<file path="src/rtl/sdr_cfg_ctrl.sv">
// Configuration controller for the SDRAM controller: staged profiles behind a
// single-cycle register bus, switched in atomically on a software commit.
module sdr_cfg_ctrl #(
  parameter int unsigned SDR_REFRESH_TIMER_W   = 12,
  parameter int unsigned SDR_REFRESH_ROW_CNT_W = 3,
  parameter int unsigned NUM_PROFILES          = 2,
  parameter int unsigned AW                    = 6,
  parameter int unsigned INIT_TIMEOUT          = 65535
) (
  input  logic                             wb_clk_i,
  input  logic                             wb_rst_i,
  input  logic                             cfg_req_i,
  input  logic                             cfg_we_i,
  input  logic [AW-1:0]                    cfg_addr_i,
  input  logic [31:0]                      cfg_wdata_i,
  output logic [31:0]                      cfg_rdata_o,
  output logic                             cfg_ack_o,
  input  logic                             sdr_idle_i,
  input  logic                             sdr_init_done_i,
  output logic [1:0]                       cfg_sdr_width,
  output logic [1:0]                       cfg_colbits,
  output logic [3:0]                       cfg_sdr_tras_d,
  output logic [3:0]                       cfg_sdr_trp_d,
  output logic [3:0]                       cfg_sdr_trcd_d,
  output logic                             cfg_sdr_en,
  output logic [1:0]                       cfg_req_depth,
  output logic [12:0]                      cfg_sdr_mode_reg,
  output logic [2:0]                       cfg_sdr_cas,
  output logic [3:0]                       cfg_sdr_trcar_d,
  output logic [3:0]                       cfg_sdr_twr_d,
  output logic [SDR_REFRESH_TIMER_W-1:0]   cfg_sdr_rfsh,
  output logic [SDR_REFRESH_ROW_CNT_W-1:0] cfg_sdr_rfmax,
  output logic                             cfg_busy_o,
  output logic                             cfg_irq_o
);
  localparam int unsigned TW = SDR_REFRESH_TIMER_W;
  localparam int unsigned RW = SDR_REFRESH_ROW_CNT_W;
  localparam int unsigned CW = 17;
  localparam int unsigned PW = AW - 2;

  typedef struct packed {
    logic [3:0]    tras;
    logic [3:0]    trp;
    logic [3:0]    trcd;
    logic [3:0]    trcar;
    logic [3:0]    twr;
    logic [2:0]    cas;
    logic [1:0]    width;
    logic [1:0]    colbits;
    logic [1:0]    req_depth;
    logic [12:0]   mode_reg;
    logic [TW-1:0] rfsh;
    logic [RW-1:0] rfmax;
  } prof_t;

  localparam prof_t PROF_DEF = '{tras: 4'd4, trp: 4'd2, trcd: 4'd2, trcar: 4'd7, twr: 4'd1,
                                 cas: 3'd3, width: 2'b01, colbits: 2'd0, req_depth: 2'd3,
                                 mode_reg: 13'h033, rfsh: TW'(32'h100), rfmax: RW'(32'd6)};

  typedef enum logic [2:0] {S_IDLE, S_QUIESCE, S_LOAD, S_REINIT, S_DONE} state_t;

  function automatic logic [31:0] word0(input prof_t p);
    return {2'b00, p.req_depth, p.colbits, p.width, 1'b0, p.cas,
            p.twr, p.trcar, p.trcd, p.trp, p.tras};
  endfunction

  state_t          state, state_n;
  prof_t           prof [NUM_PROFILES];
  prof_t           act, sel_prof, rd_prof;
  logic [3:0]      act_idx, tgt_q, ctrl_tgt;
  logic            en_req, sdr_en, sdr_en_n, busy, busy_n, irq, irq_n;
  logic            err_busy, err_busy_n, err_to, err_to_n, load, start;
  logic [CW-1:0]   cnt, cnt_n, cnt_inc;
  logic [31:0]     rdata_n;
  logic            accept, wr, ctrl_wr, stat_wr, prof_hit, tgt_ok;
  logic [AW-1:0]   addr_off;
  logic [PW-1:0]   prof_sel;
  logic [1:0]      prof_word;
  logic            unused_wdata;

  // Bus decode; a request is not taken while its predecessor is being acked
  assign accept    = cfg_req_i && !cfg_ack_o;
  assign wr        = accept && cfg_we_i;
  assign ctrl_wr   = wr && (cfg_addr_i == AW'(0));
  assign stat_wr   = wr && (cfg_addr_i == AW'(1));
  assign addr_off  = cfg_addr_i - AW'(4);
  assign prof_sel  = addr_off[AW-1:2];
  assign prof_word = addr_off[1:0];
  assign prof_hit  = (cfg_addr_i >= AW'(4)) && (32'(prof_sel) < NUM_PROFILES);
  assign tgt_ok    = 32'(cfg_wdata_i[7:4]) < NUM_PROFILES;
  assign cnt_inc   = (cnt == {CW{1'b1}}) ? cnt : cnt + CW'(1);
  assign unused_wdata = ^{cfg_wdata_i[31:30], cfg_wdata_i[23]};

  for (genvar g = 0; g < int'(NUM_PROFILES); g++) begin : g_prof
    prof_t q;
    always_ff @(posedge wb_clk_i or posedge wb_rst_i) begin
      if (wb_rst_i) begin
        q <= PROF_DEF;
      end else if (wr && prof_hit && prof_sel == PW'(g)) begin
        case (prof_word)
          2'd0: begin
            q.tras      <= cfg_wdata_i[3:0];
            q.trp       <= cfg_wdata_i[7:4];
            q.trcd      <= cfg_wdata_i[11:8];
            q.trcar     <= cfg_wdata_i[15:12];
            q.twr       <= cfg_wdata_i[19:16];
            q.cas       <= cfg_wdata_i[22:20];
            q.width     <= cfg_wdata_i[25:24];
            q.colbits   <= cfg_wdata_i[27:26];
            q.req_depth <= cfg_wdata_i[29:28];
          end
          2'd1:    q.mode_reg <= cfg_wdata_i[12:0];
          2'd2:    q.rfsh     <= cfg_wdata_i[TW-1:0];
          default: q.rfmax    <= cfg_wdata_i[RW-1:0];
        endcase
      end
    end
    assign prof[g] = q;
  end

  // Profile muxes: latched commit target and bus read selection
  always_comb begin
    sel_prof = PROF_DEF;
    rd_prof  = PROF_DEF;
    for (int unsigned p = 0; p < NUM_PROFILES; p++) begin
      if (tgt_q == 4'(p))    sel_prof = prof[p];
      if (prof_sel == PW'(p)) rd_prof = prof[p];
    end
  end

  always_comb begin
    rdata_n = '0;
    if (cfg_addr_i == AW'(0)) begin
      rdata_n = 32'({en_req, ctrl_tgt, 4'b0000});
    end else if (cfg_addr_i == AW'(1)) begin
      rdata_n = 32'({act_idx, err_to, err_busy, sdr_init_done_i, busy});
    end else if (prof_hit) begin
      case (prof_word)
        2'd0:    rdata_n = word0(rd_prof);
        2'd1:    rdata_n = 32'(rd_prof.mode_reg);
        2'd2:    rdata_n = 32'(rd_prof.rfsh);
        default: rdata_n = 32'(rd_prof.rfmax);
      endcase
    end
  end

  always_comb begin
    state_n    = state;
    sdr_en_n   = sdr_en;
    busy_n     = busy;
    irq_n      = 1'b0;
    cnt_n      = cnt;
    err_busy_n = err_busy;
    err_to_n   = err_to;
    load       = 1'b0;
    start      = 1'b0;
    if (stat_wr && cfg_wdata_i[2]) err_busy_n = 1'b0;
    if (stat_wr && cfg_wdata_i[3]) err_to_n   = 1'b0;
    case (state)
      S_IDLE, S_DONE: begin
        state_n = S_IDLE;
        if (ctrl_wr) begin
          if (cfg_wdata_i[0] && tgt_ok) begin
            state_n  = S_QUIESCE;
            busy_n   = 1'b1;
            sdr_en_n = 1'b0;
            start    = 1'b1;
          end else if (cfg_wdata_i[0]) begin
            err_busy_n = 1'b1;
          end else begin
            sdr_en_n = cfg_wdata_i[8];
          end
        end
      end
      S_QUIESCE: begin
        sdr_en_n = 1'b0;
        if (ctrl_wr)    err_busy_n = 1'b1;
        if (sdr_idle_i) state_n    = S_LOAD;
      end
      S_LOAD: begin
        load = 1'b1;
        if (ctrl_wr) err_busy_n = 1'b1;
        if (en_req) begin
          state_n  = S_REINIT;
          sdr_en_n = 1'b1;
          cnt_n    = '0;
        end else begin
          state_n = S_DONE;
          busy_n  = 1'b0;
          irq_n   = 1'b1;
        end
      end
      S_REINIT: begin
        // First two cycles ignore a stale init_done level from before the switch
        cnt_n = cnt_inc;
        if (ctrl_wr) err_busy_n = 1'b1;
        if (cnt >= CW'(2) && sdr_init_done_i) begin
          state_n = S_DONE;
          busy_n  = 1'b0;
          irq_n   = 1'b1;
        end else if (cnt_inc >= CW'(INIT_TIMEOUT)) begin
          state_n  = S_DONE;
          busy_n   = 1'b0;
          irq_n    = 1'b1;
          sdr_en_n = 1'b0;
          err_to_n = 1'b1;
        end
      end
      default: state_n = S_IDLE;
    endcase
  end

  always_ff @(posedge wb_clk_i or posedge wb_rst_i) begin
    if (wb_rst_i) begin
      state       <= S_IDLE;
      sdr_en      <= 1'b0;
      busy        <= 1'b0;
      irq         <= 1'b0;
      err_busy    <= 1'b0;
      err_to      <= 1'b0;
      cnt         <= '0;
      act         <= PROF_DEF;
      act_idx     <= '0;
      tgt_q       <= '0;
      ctrl_tgt    <= '0;
      en_req      <= 1'b0;
      cfg_ack_o   <= 1'b0;
      cfg_rdata_o <= '0;
    end else begin
      state     <= state_n;
      sdr_en    <= sdr_en_n;
      busy      <= busy_n;
      irq       <= irq_n;
      err_busy  <= err_busy_n;
      err_to    <= err_to_n;
      cnt       <= cnt_n;
      cfg_ack_o <= accept;
      if (accept) cfg_rdata_o <= rdata_n;
      if (ctrl_wr) begin
        en_req   <= cfg_wdata_i[8];
        ctrl_tgt <= cfg_wdata_i[7:4];
      end
      if (start) tgt_q <= cfg_wdata_i[7:4];
      if (load) begin
        act     <= sel_prof;
        act_idx <= tgt_q;
      end
    end
  end

  assign cfg_sdr_tras_d   = act.tras;
  assign cfg_sdr_trp_d    = act.trp;
  assign cfg_sdr_trcd_d   = act.trcd;
  assign cfg_sdr_trcar_d  = act.trcar;
  assign cfg_sdr_twr_d    = act.twr;
  assign cfg_sdr_cas      = act.cas;
  assign cfg_sdr_width    = act.width;
  assign cfg_colbits      = act.colbits;
  assign cfg_req_depth    = act.req_depth;
  assign cfg_sdr_mode_reg = act.mode_reg;
  assign cfg_sdr_rfsh     = act.rfsh;
  assign cfg_sdr_rfmax    = act.rfmax;
  assign cfg_sdr_en       = sdr_en;
  assign cfg_busy_o       = busy;
  assign cfg_irq_o        = irq;
endmodule

</file>
<file path="config.mk">
export PLATFORM = sky130hd
export DESIGN_NAME = sdr_cfg_ctrl
export DESIGN_NICKNAME = d
export VERILOG_FILES = /design/src/rtl/sdr_cfg_ctrl.sv
export SDC_FILE = /design/constraint.sdc
export NUM_CORES = 1
export LEC_CHECK = 0
export CORE_ASPECT_RATIO = 1.4
export CORE_UTILIZATION = 43
export DETAILED_ROUTE_END_ITERATION = 10
export PLACE_DENSITY_LB_ADDON = 0.12
export SETUP_SLACK_MARGIN = 0.15
export SYNTH_ARGS = -nofsm -noshare
export SYNTH_HDL_FRONTEND = slang
export SYNTH_SLANG_ARGS = --single-unit
</file>
<file path="constraint.sdc">
create_clock -name wb_clk_i -period 9.9 [get_ports wb_clk_i]
set_input_delay 1.485 -clock wb_clk_i [delete_from_list [all_inputs] [get_ports wb_clk_i]]
set_output_delay 1.485 -clock wb_clk_i [all_outputs]
set_load 0.005 [all_outputs]
</file>
* Word level (Yosys, flattened, before mapping)
Index checks and enable logic that the tools add are counted.
** Word-level totals
- Flip-flop bits (word level) :: 242
- Input port bits :: 44
- Output and inout port bits :: 93
** Operators by class
- Add/subtract/negate cells :: 2
- Magnitude comparators :: 5
- Equal/unequal tests :: 19
- Multiplexer cells :: 48
- Bitwise logic cells :: 1
- Reductions and logical operators :: 36
** Operators with widths (count)
- 2-to-1 mux 57 bit :: 4
- 2-to-1 mux 30 bit :: 3
- one-hot mux 30 bit (3 select lines) :: 1
- 2-to-1 mux 17 bit :: 2
- one-hot mux 17 bit (2 select lines) :: 1
- 2-to-1 mux 1 bit :: 28
- AND reduction 2 bit :: 10
- adder 17 x 1 -> 17 bit, second input constant :: 1
- == test 17 bit, second input constant :: 1
- >= comparator 17 x 16 -> 1 bit, second input constant :: 1
- >= comparator 17 x 2 -> 1 bit, second input constant :: 1
- != test 2 bit, second input constant :: 7
- logical AND 1 bit :: 12
- 2-to-1 mux 3 bit :: 4
- one-hot mux 3 bit (4 select lines) :: 1
- == test 4 x 1 -> 1 bit, second input constant :: 2
- zero test 4 bit :: 2
- < comparator 4 x 2 -> 1 bit, second input constant :: 2
- == test 3 x 2 -> 1 bit, second input constant :: 2
- == test 6 x 1 -> 1 bit, second input constant :: 1
- >= comparator 6 x 3 -> 1 bit, second input constant :: 1
- zero test 6 bit :: 1
- != test 3 bit, second input constant :: 2
- AND reduction 6 bit :: 1
- other kinds (18) :: 20

* Logic depth before layout (Yosys ltp)
- Depth in word-level cells :: 10
- Depth in mapped cells :: 11

* Worst setup path before layout
No wires, ideal clock.
- Kind :: input to register
- Start :: input cfg_addr_i[2]
- End :: register g_prof[0].q[31] (netlist name)
- Setup time :: 125 ps
- Data arrival time :: 3766 ps
- Slack :: 6010 ps
- Cell stages on the path :: 10
- Path buffers :: 2
- Path through :: inv_1 -> ha_1 -> o41ai_4 -> nand2_1 -> nor2_1 -> nand4_1 -> nor3_1 -> buf_2 -> buf_2 -> mux2_2
** Between the ends
- Cells in the longest elaborated chain, start to end :: 6
- Elaborated cells on any way between the ends :: 8
- Those cells by class :: 1 x add/sub; 2 x order compare; 5 x reduce/logical
** RTL lines
- start, declared :: line 14 : input logic [AW-1:0] cfg_addr_i,
- subtractor 6 x 3 -> 6 bit :: line 86 : assign addr_off = cfg_addr_i - AW'(4);
- < comparator 4 x 2 -> 1 bit :: line 89 : assign prof_hit = (cfg_addr_i >= AW'(4)) && (32'(prof_sel) < NUM_PROFILES);
- logical AND 1 bit :: line 89
- logical AND 1 bit :: line 99 : end else if (wr && prof_hit && prof_sel == PW'(g)) begin
- logical AND 1 bit (*) :: line 99
- AND reduction 2 bit (no source line) (*)
- end, declared :: line 95 : prof_t q;
Mark *: on every way between the ends. The rest lies on a longest branch, timed or not.
A chain may end at the register's enable or synchronous reset.

* Worst setup path after layout
- Start :: input cfg_addr_i[2]
- End :: register g_prof[1].q[22] (netlist name)
** Between the ends
- Cells in the longest elaborated chain, start to end :: 6
- Elaborated cells on any way between the ends :: 8
- Those cells by class :: 1 x add/sub; 2 x order compare; 1 x eq/ne; 4 x reduce/logical
** RTL lines (line)
- subtractor 6 x 3 -> 6 bit :: 86
- < comparator 4 x 2 -> 1 bit :: 89
- logical AND 1 bit :: 89
- logical AND 1 bit :: 99
- logical AND 1 bit (*) :: 99
- AND reduction 2 bit (no source line) (*)
- end, declared :: 95
Marked as above.

==> reports/metrics.cfg <==
[worst_setup_path]
cp.arrival_ns = 5.43
crit_fanout = 21
reg2reg_depth = 8
cp.required_ns = 10.31
cp-end-kind = flop
crit_path_start = cfg_addr_i[2]
setup.worst_path.start_class = input port
path_class = in -> reg
r2r_start = cnt[1]

[final_layout]
synthToLayoutAreaGrowth_pct = 21.5
reg.largest.list = g_prof.q: 114 flops, cfg_rdata_o: 29 flops, cnt: 17 flops
drive_above_1_share_pct = 22.9
antenna_cells = 0
largest_reg_flops = 114
fin_cells = 1461
fin_nets = 1172
largest-register = g_prof.q
final_util_pct = 53.4

[global_route]
grt_pass1_vias = 8726
grt_pass1_wl_um = 50800
grt_overflow = 0
grt.total_usage_pct = 24.6
grt_max_degree = 105
antenna_found_initial = 0

[status]
status = finished, violations left
violations = DRC

[clock_network]
cts_buffers = 26
cts_resized = 0
cts_tree = yes
cts.sinks = 239
postCtsSetupBuffers = 0
clk_pin_slew_ns = 0.06
cts_max_level = 1
cts_root_buffer = clkbuf_16
cts_buffer_depth = 3
cts_hold_buf = 0
clk_latency_ns = 0.53

[die]
fp.dieH_um = 193
dieWidth_um = 138
initial_utilization_pct = 44.0
dieArea_um2 = 26700
rows = 69
ioPinCount = 137
core_um2 = 25500

[routing]
routed_wl_um = 32400
drtPass1Iterations = 7
via_per_inst = 5.95
wl_per_cell_um = 22.2
first_iter_violations = 472
drc = 16
via_count = 8691
ant_nets = 0

[power_and_ir_drop]
ir_drop_mv = 0.149
p_leak_nw = 5.86
total_power_w = 0.00214
cellPowerDensity_nw_per_um2 = 157

[yosys]
synth_top_family_by_area = compound AO/OA/AOI/OAI gates
synthAdderAreaFrac_pct = 0.670
synthXorXnorAreaFrac_pct = 0.156
yosys.area_share.simple_pct = 12.2
synth_flop_cell = dfrtp_1
yosysSeqAreaShare_pct = 54.0
ys_seq_elements = 239
yosysWarnings = 0
synth_edf_count = 0
synth_area_um2 = 11200
postSynth.asyncResetShare_pct = 100
ys_types = 76
synthCells = 1018
avgSynthCellArea_um2 = 11.0
synth-compound-area-share_pct = 15.6
synth_mux_area_share_pct = 13.3

[worst_hold_path]
hp-class = reg -> reg
hold_path_startpoint = act_idx[0]
min_path_cells = 2

[sta]
fin_crit_sh_pct = 50.8
worstMarginPinSlew_ns = 1.04
period_minus_slack_ns = 5.03
finalClockSkew_ns = 0.0189
fmax_mhz = 199
fin_setup_tns_ns = 0
rsz0062_at_grt = no
slew_viol_final = 0
hold_violations = 0
setup_viol = 0
maxSlewHeadroom_pct = 31.0

[place]
io_buffer_count = 130
gp_congestion = 0.889
dp_hpwl_um = 20900
dp_cells = 1413

[run]
cap_violations = 0

[per-stage QoR]
step / area [µm²] / hold slack, ns / setup slack, ns
4_1_cts: 13600 / 0.478 / 4.87
6_report: 13600 / 0.476 / 4.87
3_5_place_dp: 12700 / 0.463 / 4.37
5_1_grt: 13600 / 0.496 / 4.71
3_3_place_gp: 12700 / 0.456 / 4.43
2_1_floorplan: 11200 / 0.438 / 1.95
[synthesized netlist by cell type (all sizes together) (16+ instances only)]
cell | instances | area share (%)
clkbuf | 51 | 2.3
a21oi | 30 | 1.3
nor2 | 124 | 4.2
nand2 | 79 | 2.6
o22ai | 37 | 2.1
dfstp | 57 | 13
buf | 25 | 1.3
o21ai | 60 | 2.7
a221oi | 42 | 3.3
dfrtp | 182 | 41
nor3 | 16 | 0.72
mux2 | 120 | 12
[metal layers]
layer | GRT usage [%] | vias to the layer above | routed length, µm
met2 | 43.3 | 252 | 16300
met1 | 30.7 | 4424 | 13400
met3 | 4.15 | 56 | 1780
li1 | - | 3959 | -
met5 | 0 | - | 0
met4 | 8.86 | 0 | 942
[worst max-delay path, cell delays in order]
cell             delay, ns
clkdlybuf4s50_1       0.54
inv_1                 0.10
ha_1                  0.25
o41ai_4               0.59
and2_1                0.90
nand3_1               0.32
nor2_2                0.82
mux2_2                0.42
[final cells by class]
| class | instances | area (µm²) |
|---|---|---|
| Fill cell | 2251 | 11900 |
| Sequential cell | 239 | 6050 |
| Multi-Input combinational cell | 691 | 4740 |
| Timing Repair Buffer | 150 | 1450 |
| Clock buffer | 40 | 774 |
| Tap cell | 319 | 399 |
| Clock inverter | 8 | 123 |
| Inverter | 14 | 60.1 |
[placed cells by master (no fill, tap or decap), types with 3 or more instances in the layout]
cell	Yosys	layout
clkbuf_1	44	8
clkbuf_8	6	5
o311ai_0	3	3
a22oi_1	15	15
nand3_1	10	10
mux2_2	120	120
dfrtp_1	182	182
a311oi_1	4	4
ha_1	6	6
nor2_1	124	122
buf_4	4	20
nor3b_1	3	3
nor3_1	16	12
o22ai_1	37	37
nor3_2	0	4
o221ai_1	7	7
a22o_1	4	4
nor4_1	11	10
and3_1	5	5
clkdlybuf4s50_1	0	130
a221o_1	4	4
or3_1	5	4
mux2i_1	14	14
a21oi_1	30	30
a221oi_1	42	42
conb_1	1	3
nand2_1	79	79
nand4_1	10	10
o211ai_1	7	7
clkinv_2	0	3
a31oi_1	9	9
o31ai_1	4	4
inv_1	14	13
clkbuf_16	0	27
and2_1	9	9
a211oi_1	5	5
o21a_1	3	3
o21ai_0	60	60
bufinv_16	0	3
dfstp_2	57	57
[path summary, 6_finish.rpt]
kind | to | slack [ns]
worst max-delay path | g_prof[1].q[22] | 4.87
worst min-delay path | act_idx[0] | 0.48
worst max register to register | cfg_sdr_en | 6.80
worst min register to register | act_idx[0] | 0.48
max in group asynchronous | g_prof[1].q[38] | 6.83
min in group asynchronous | cnt[5] | 1.47
[cells by family (layout without fill, tap and decap cells)]
family,count (synthesis),count (layout)
XOR/XNOR,2,2
AND/OR/NAND/NOR,295,295
multiplexers,134,134
buffers and inverters,90,212
flip-flops,239,239
adder cells (fa/ha/maj),6,6
other,1,3
AO/OA/AOI/OAI,251,251
[power breakdown]
group | internal, W | switching (W)
Sequential | 0.000994 | 0.0000100
Clock | 0.000617 | 0.000401
Combinational | 0.0000464 | 0.0000697
Total | 0.00166 | 0.000481
(Power assumes the default switching activity.)
